### src/rtl/gpr_scoreboard_if.sv
// gpr_scoreboard_if
//   Bundles the read, write, issue and hazard signals of the GPR scoreboard.
//   Clock and reset stay outside the interface as plain ports of the block.
//
//   Signal semantics (all sampled on the rising clock edge, no handshake):
//     RegWrite/RD_WA/WData  main writeback; commits when RegWrite=1, RD_WA!=0
//     Ifjal/PC_4            link writeback into LINK_REG
//     Issue/IssueWA         an instruction that will write IssueWA has issued
//     RS1/RS2 -> RData1/RData2, Busy1/Busy2, Hazard   combinational reads
//
//   Modports:
//     master : the pipeline side (drives indices, writes, issues)
//     slave  : the register file / scoreboard
interface gpr_scoreboard_if #(
  parameter int DATA_W = 32,
  parameter int ADDR_W = 5
);
  logic [ADDR_W-1:0] RS1;
  logic [ADDR_W-1:0] RS2;
  logic [DATA_W-1:0] RData1;
  logic [DATA_W-1:0] RData2;
  logic              RegWrite;
  logic [ADDR_W-1:0] RD_WA;
  logic [DATA_W-1:0] WData;
  logic              Ifjal;
  logic [DATA_W-1:0] PC_4;
  logic              Issue;
  logic [ADDR_W-1:0] IssueWA;
  logic              Busy1;
  logic              Busy2;
  logic              Hazard;

  modport master (
    output RS1, RS2, RegWrite, RD_WA, WData, Ifjal, PC_4, Issue, IssueWA,
    input  RData1, RData2, Busy1, Busy2, Hazard
  );

  modport slave (
    input  RS1, RS2, RegWrite, RD_WA, WData, Ifjal, PC_4, Issue, IssueWA,
    output RData1, RData2, Busy1, Busy2, Hazard
  );
endinterface

### src/rtl/gpr_scoreboard.sv
// gpr_scoreboard
//   General-purpose register file with a per-register busy scoreboard for
//   the pipelined datapath. Register 0 is hardwired to zero.
//
//   Ports:
//     Clk       clock, all state updates on the rising edge
//     ResetReg  synchronous active-low reset (clears registers and busy bits)
//     bus       gpr_scoreboard_if.slave: two async read ports, main write,
//               link write (LINK_REG), issue tracking, Busy1/Busy2/Hazard
//
//   Parameters: DATA_W (register width), ADDR_W (index width, depth
//   2**ADDR_W), LINK_REG (index written by the link port).
//
//   Optional build macro GPR_BYPASS_EN: forwards a committing write to the
//   read ports in the same cycle. Without it, reads return stored contents.
module gpr_scoreboard #(
  parameter int DATA_W   = 32,
  parameter int ADDR_W   = 5,
  parameter int LINK_REG = 31
) (
  input logic             Clk,
  input logic             ResetReg,
  gpr_scoreboard_if.slave bus
);
  localparam int                DEPTH    = 2 ** ADDR_W;
  localparam logic [ADDR_W-1:0] LINK_IDX = ADDR_W'(LINK_REG);
  localparam bit                LINK_EN  = (LINK_REG != 0);

  logic [DATA_W-1:0] regs [DEPTH];
  logic [DEPTH-1:0]  busy;
  logic [DEPTH-1:0]  busy_next;
  logic              main_we;
  logic              link_we;
  logic [DATA_W-1:0] rdata1;
  logic [DATA_W-1:0] rdata2;
  logic              busy1;
  logic              busy2;

  // The link write wins a same-index collision, so the main write is
  // suppressed rather than relying on statement order.
  assign link_we = bus.Ifjal && LINK_EN;
  assign main_we = bus.RegWrite && (bus.RD_WA != '0) &&
                   !(link_we && (bus.RD_WA == LINK_IDX));

  // Clear on commit first, then set on issue: a newer instruction issuing
  // to the same register keeps it pending.
  always_comb begin
    busy_next = busy;
    if (main_we) busy_next[bus.RD_WA] = 1'b0;
    if (link_we) busy_next[LINK_IDX]  = 1'b0;
    if (bus.Issue && (bus.IssueWA != '0)) busy_next[bus.IssueWA] = 1'b1;
    busy_next[0] = 1'b0;
  end

  always_ff @(posedge Clk) begin
    if (!ResetReg) begin
      for (int i = 0; i < DEPTH; i++) regs[i] <= '0;
      busy <= '0;
    end else begin
      if (main_we) regs[bus.RD_WA] <= bus.WData;
      if (link_we) regs[LINK_IDX]  <= bus.PC_4;
      busy <= busy_next;
    end
  end

  always_comb begin
    rdata1 = (bus.RS1 == '0) ? '0 : regs[bus.RS1];
    rdata2 = (bus.RS2 == '0) ? '0 : regs[bus.RS2];
    busy1  = busy[bus.RS1];
    busy2  = busy[bus.RS2];
`ifdef GPR_BYPASS_EN
    // main_we/link_we already exclude index 0, so a match implies RSN != 0.
    if (!ResetReg) begin
      rdata1 = '0;
      rdata2 = '0;
    end else begin
      if (main_we && (bus.RD_WA == bus.RS1)) begin
        rdata1 = bus.WData;
        busy1  = 1'b0;
      end
      if (link_we && (LINK_IDX == bus.RS1)) begin
        rdata1 = bus.PC_4;
        busy1  = 1'b0;
      end
      if (main_we && (bus.RD_WA == bus.RS2)) begin
        rdata2 = bus.WData;
        busy2  = 1'b0;
      end
      if (link_we && (LINK_IDX == bus.RS2)) begin
        rdata2 = bus.PC_4;
        busy2  = 1'b0;
      end
    end
`endif
  end

  assign bus.RData1 = rdata1;
  assign bus.RData2 = rdata2;
  assign bus.Busy1  = busy1;
  assign bus.Busy2  = busy2;
  assign bus.Hazard = busy1 | busy2;
endmodule

### src/flat_wrapper.sv
// flat-port wrapper written by rule: the top's interface ports become plain ports
module gpr_scoreboard_flat 
#(
  parameter int DATA_W   = 32,
  parameter int ADDR_W   = 5,
  parameter int LINK_REG = 31
)
  (Clk, ResetReg, bus_RS1, bus_RS2, bus_RegWrite, bus_RD_WA, bus_WData, bus_Ifjal, bus_PC_4, bus_Issue, bus_IssueWA, bus_RData1, bus_RData2, bus_Busy1, bus_Busy2, bus_Hazard);
  gpr_scoreboard_if #(.DATA_W(DATA_W), .ADDR_W(ADDR_W)) bus_i ();
  input logic Clk;
  input logic ResetReg;
  input wire logic [$bits(bus_i.RS1)-1:0] bus_RS1;
  input wire logic [$bits(bus_i.RS2)-1:0] bus_RS2;
  input wire logic [$bits(bus_i.RegWrite)-1:0] bus_RegWrite;
  input wire logic [$bits(bus_i.RD_WA)-1:0] bus_RD_WA;
  input wire logic [$bits(bus_i.WData)-1:0] bus_WData;
  input wire logic [$bits(bus_i.Ifjal)-1:0] bus_Ifjal;
  input wire logic [$bits(bus_i.PC_4)-1:0] bus_PC_4;
  input wire logic [$bits(bus_i.Issue)-1:0] bus_Issue;
  input wire logic [$bits(bus_i.IssueWA)-1:0] bus_IssueWA;
  output wire logic [$bits(bus_i.RData1)-1:0] bus_RData1;
  output wire logic [$bits(bus_i.RData2)-1:0] bus_RData2;
  output wire logic [$bits(bus_i.Busy1)-1:0] bus_Busy1;
  output wire logic [$bits(bus_i.Busy2)-1:0] bus_Busy2;
  output wire logic [$bits(bus_i.Hazard)-1:0] bus_Hazard;
  assign bus_i.RS1 = bus_RS1;
  assign bus_i.RS2 = bus_RS2;
  assign bus_i.RegWrite = bus_RegWrite;
  assign bus_i.RD_WA = bus_RD_WA;
  assign bus_i.WData = bus_WData;
  assign bus_i.Ifjal = bus_Ifjal;
  assign bus_i.PC_4 = bus_PC_4;
  assign bus_i.Issue = bus_Issue;
  assign bus_i.IssueWA = bus_IssueWA;
  assign bus_RData1 = bus_i.RData1;
  assign bus_RData2 = bus_i.RData2;
  assign bus_Busy1 = bus_i.Busy1;
  assign bus_Busy2 = bus_i.Busy2;
  assign bus_Hazard = bus_i.Hazard;
  gpr_scoreboard #(.DATA_W(DATA_W), .ADDR_W(ADDR_W), .LINK_REG(LINK_REG)) u_core (.Clk(Clk), .ResetReg(ResetReg), .bus(bus_i));
endmodule
### config.mk
export PLATFORM = sky130hd
export DESIGN_NAME = gpr_scoreboard_flat
export DESIGN_NICKNAME = d
export VERILOG_FILES = /design/src/rtl/gpr_scoreboard_if.sv /design/src/rtl/gpr_scoreboard.sv /design/src/flat_wrapper.sv
export SDC_FILE = /design/constraint.sdc
export NUM_CORES = 2
export LEC_CHECK = 0
export CORE_MARGIN = 2
export CORE_UTILIZATION = 55
export CTS_CLUSTER_DIAMETER = 150
export DETAILED_ROUTE_END_ITERATION = 16
export PLACE_DENSITY = 0.72
export SLEW_MARGIN = 10
export SYNTH_ARGS = -nofsm -noshare
export SYNTH_HDL_FRONTEND = slang
export SYNTH_SLANG_ARGS = --single-unit
### constraint.sdc
create_clock -name Clk -period 5.35 [get_ports Clk]
set_input_delay 1.3375 -clock Clk [delete_from_list [all_inputs] [get_ports Clk]]
set_output_delay 1.3375 -clock Clk [all_outputs]
set_load 0.05 [all_outputs]
==> results by group <==
Run status
  – Outcome: completed

Critical path
  – Largest delay share family, worst path: compound AO/OA/AOI/OAI gates
  – R2r startpoint: u_core.busy[19]$_SDFF_PN0_
  – Register-to-register path setup slack: between 4000 and 5000 ps
  – Worst setup startpoint: bus_RS2[0]
  – Worst Path Buf+Inv: 3
  – Critical Path RT: 4010 ps
  – Worst reg2reg path depth: 2
  – Slowest cell on crit path: o31ai_4
  – CP Data Arrival Time: between 3000 and 4000 ps
  – Stages on worst setup path: 6
  – Crit path max fanout: 33
  – Critical path startpoint category: primary input
  – Worst setup EP type: primary output
  – Worst setup path class: primary input to primary output
  – Max stage delay on crit path: 1110 ps
  – CP Cell Sequence: buf_8, o31ai_4, buf_4, o22ai_1, a21o_1, buf_4
  – Critical Path Most Common Cell: buf_4

Floorplanning
  – Core area: 101400 um^2
  – Starting Density: 55.24%
  – Chip height: 323.2 um
  – Die X: 323.2 um
  – Full die area: between 100000 and 150000 um^2
  – I/O pin cnt: 156
  – Num rows: 117

Yosys
  – Sequential area share after synthesis: 55.98%
  – Area contributors post-synth: edfxtp_1 55%, mux4_2 22%, and2_1 11%, mux2i_1 2.4%, mux4_1 1.8%
  – Register bit total from synthesis: 1055
  – Yosys top cell by area: edfxtp_1
  – Syn Std Cell Area: 56040 um^2
  – Syn avg cell area: 16.19 um^2
  – Commonest cells post-synth: 1024 x edfxtp_1, 960 x and2_1, 551 x mux4_2
  – Post-synth EDFFs: 1024
  – Syn. warnings: 0
  – Post-Syn Instances: 3461
  – Synth Flop Type: edfxtp_1
  – Yosys cell types: 39
  – Synth async-reset ratio: 0%
  – Most frequent cell after synthesis: edfxtp_1
  – Area fraction of the dominant cell type after synthesis: 54.87%

Timing
  – Setup_tns: 0 ps
  – FMAX: roughly 190 MHz
  – Final slew viol count: 0
  – Crit share post-route: a little under 100%
  – Actual slew at the worst max-slew pin: 1336 ps
  – Clock period minus worst slack: 5200 ps
  – Final setup violation count: 0
  – Min Hold Slack: between 400 and 500 ps
  – Slew Limit Headroom: 10.66%
  – Layout Skew: 0 ps
  – Hold Vio Cnt, Final: 0
  – RSZ-0062 raised after global routing: no

CTS
  – Clk_lat worst skew: 680 ps
  – CTS HTree Levels: 3
  – Hold buffers post-CTS: 0
  – Max Buffers Root-to-Sink: 3
  – Number of CTS-inserted buffers: 110
  – CTS tree: done
  – Post-CTS Setup Bufs: 0
  – Post-cts resize count: 0
  – Root Buffer: clkbuf_16
  – Worst-path clk slew: around 60 ps
  – CTS Sinks: about 1100

Hold path
  – Hold crit path type: register to register
  – Min-delay src: u_core.busy[16]$_SDFF_PN0_
  – Worst Hold Depth: 2

Placed design
  – Final HPWL DP: 107900 um
  – Number of I/O port buffers: 155
  – Routability cong.: 0.9197

Detailed routing
  – 1st-iter DRT viols: between 5000 and 6000
  – Via count: ~36000
  – Vias/cell: 7.072
  – Antenna Nets Post-Route: 0
  – DRC: 0
  – WL/cell: 35.83 um
  – Final WL: between 150000 and 200000 um
  – First-pass detailed-route iteration total: 6

Power and ir drop
  – Pwr/cell area: approximately 320 nW/um^2
  – Leak pwr: 22.33 nW
  – VDD IR-drop max: about 0.00025 V
  – Final Total Pwr: a little over 0.02 W

Job
  – Max-cap violations: 0

Global routing
  – First-pass GRT wire length: roughly 260000 um
  – Largest net degree at the start of global routing: approximately 70
  – Number of antenna violations at the first check in global routing: 14
  – Grt total ovfl: 0
  – Vias in the first global route: 36300
  – Total GRT Usage: 35.06%

Cells and area
  – Share of cells above drive strength 1: 28.51%
  – # nets final: 3657
  – P&R area growth vs syn: 13.25%
[area by class of cell]
cell class	count	area (um^2)
fillers	7149	37980
clock buffers	139	3020
multi-input cells	2032	23390
inverters	33	123.9
clock inverters	63	598.1
repair buffers	336	3246
flip-flops and latches	1055	31370
well taps	1368	1712
diodes	5	12.51
[flip-flops by register name (all words and copies together), names as in the netlist]
name / cells
u_core.busy: 31
u_core.regs: 1024
[worst register-to-register path, stage by stage, from the launching register on]
cell     delay (ps)
dfxtp_1         350
inv_1            50
o22ai_1         180
[per-stage QoR]
| stage | instance area, um^2 | util [%] | setup slack [ps] | cells |
|---|---|---|---|---|
| 2_1_floorplan | 56160 | - | 563.3 | 3492 |
| 3_3_place_gp | 59850 | 58.99 | 172.2 | 4824 |
| 5_1_grt | 63460 | 62.55 | 68.86 | 5027 |
| 6_report | 63470 | 62.56 | 149.9 | 5031 |
| 4_1_cts | 63470 | 62.56 | 207.2 | 5026 |
| 3_5_place_dp | 59850 | 58.99 | 208.2 | 4824 |
[where the power goes]
group	switching (W)	internal (W)
sequential	0.000241	0.00953
clock	0.00323	0.00450
combinational	0.00173	0.00121
[path summary, 6_finish.rpt]
check,end
hold reg to reg,u_core.busy[16]$_SDFF_PN0_
hold / removal,u_core.busy[16]$_SDFF_PN0_
setup / recovery,bus_RData2[18]
setup reg to reg,u_core.busy[19]$_SDFF_PN0_
[placed cells by master (no fill, tap or decap), types with 30 or more instances in the layout]
cell / Yosys / final
mux4_2: 551 / 551
a22o_1: 32 / 32
o22ai_1: 94 / 94
o21ai_4: 0 / 30
nor2_2: 0 / 30
buf_12: 0 / 41
and2_1: 960 / 960
buf_4: 29 / 208
mux4_1: 39 / 39
mux2i_1: 136 / 136
clkdlybuf4s50_1: 0 / 75
dfxtp_1: 31 / 31
conb_1: 1 / 32
a21o_1: 64 / 64
clkbuf_16: 0 / 117
edfxtp_1: 1024 / 1024
inv_1: 33 / 32
[per-layer routing]
metal	GRT usage, %	vias up	wire [um]
li1	-	13730	-
met1	46.02	18340	62430
met2	53.83	2961	82810
met3	10.68	535	25270
met4	16.95	12	9679
met5	0	-	76
[kinds of logic (layout without fill, tap and decap cells)]
logic type             after synthesis  count (layout)  share of synthesized area [%]
AO/OA/AOI/OAI                      229             229                          2.809
buffers and inverters              405             571                          3.315
flip-flops                        1055            1055                          55.98
multiplexers                       726             726                          26.40
other                                1              37                       0.006691
AND/OR/NAND/NOR                   1045            1045                          11.49
Note: power is estimated with default switching activity, not from simulation.
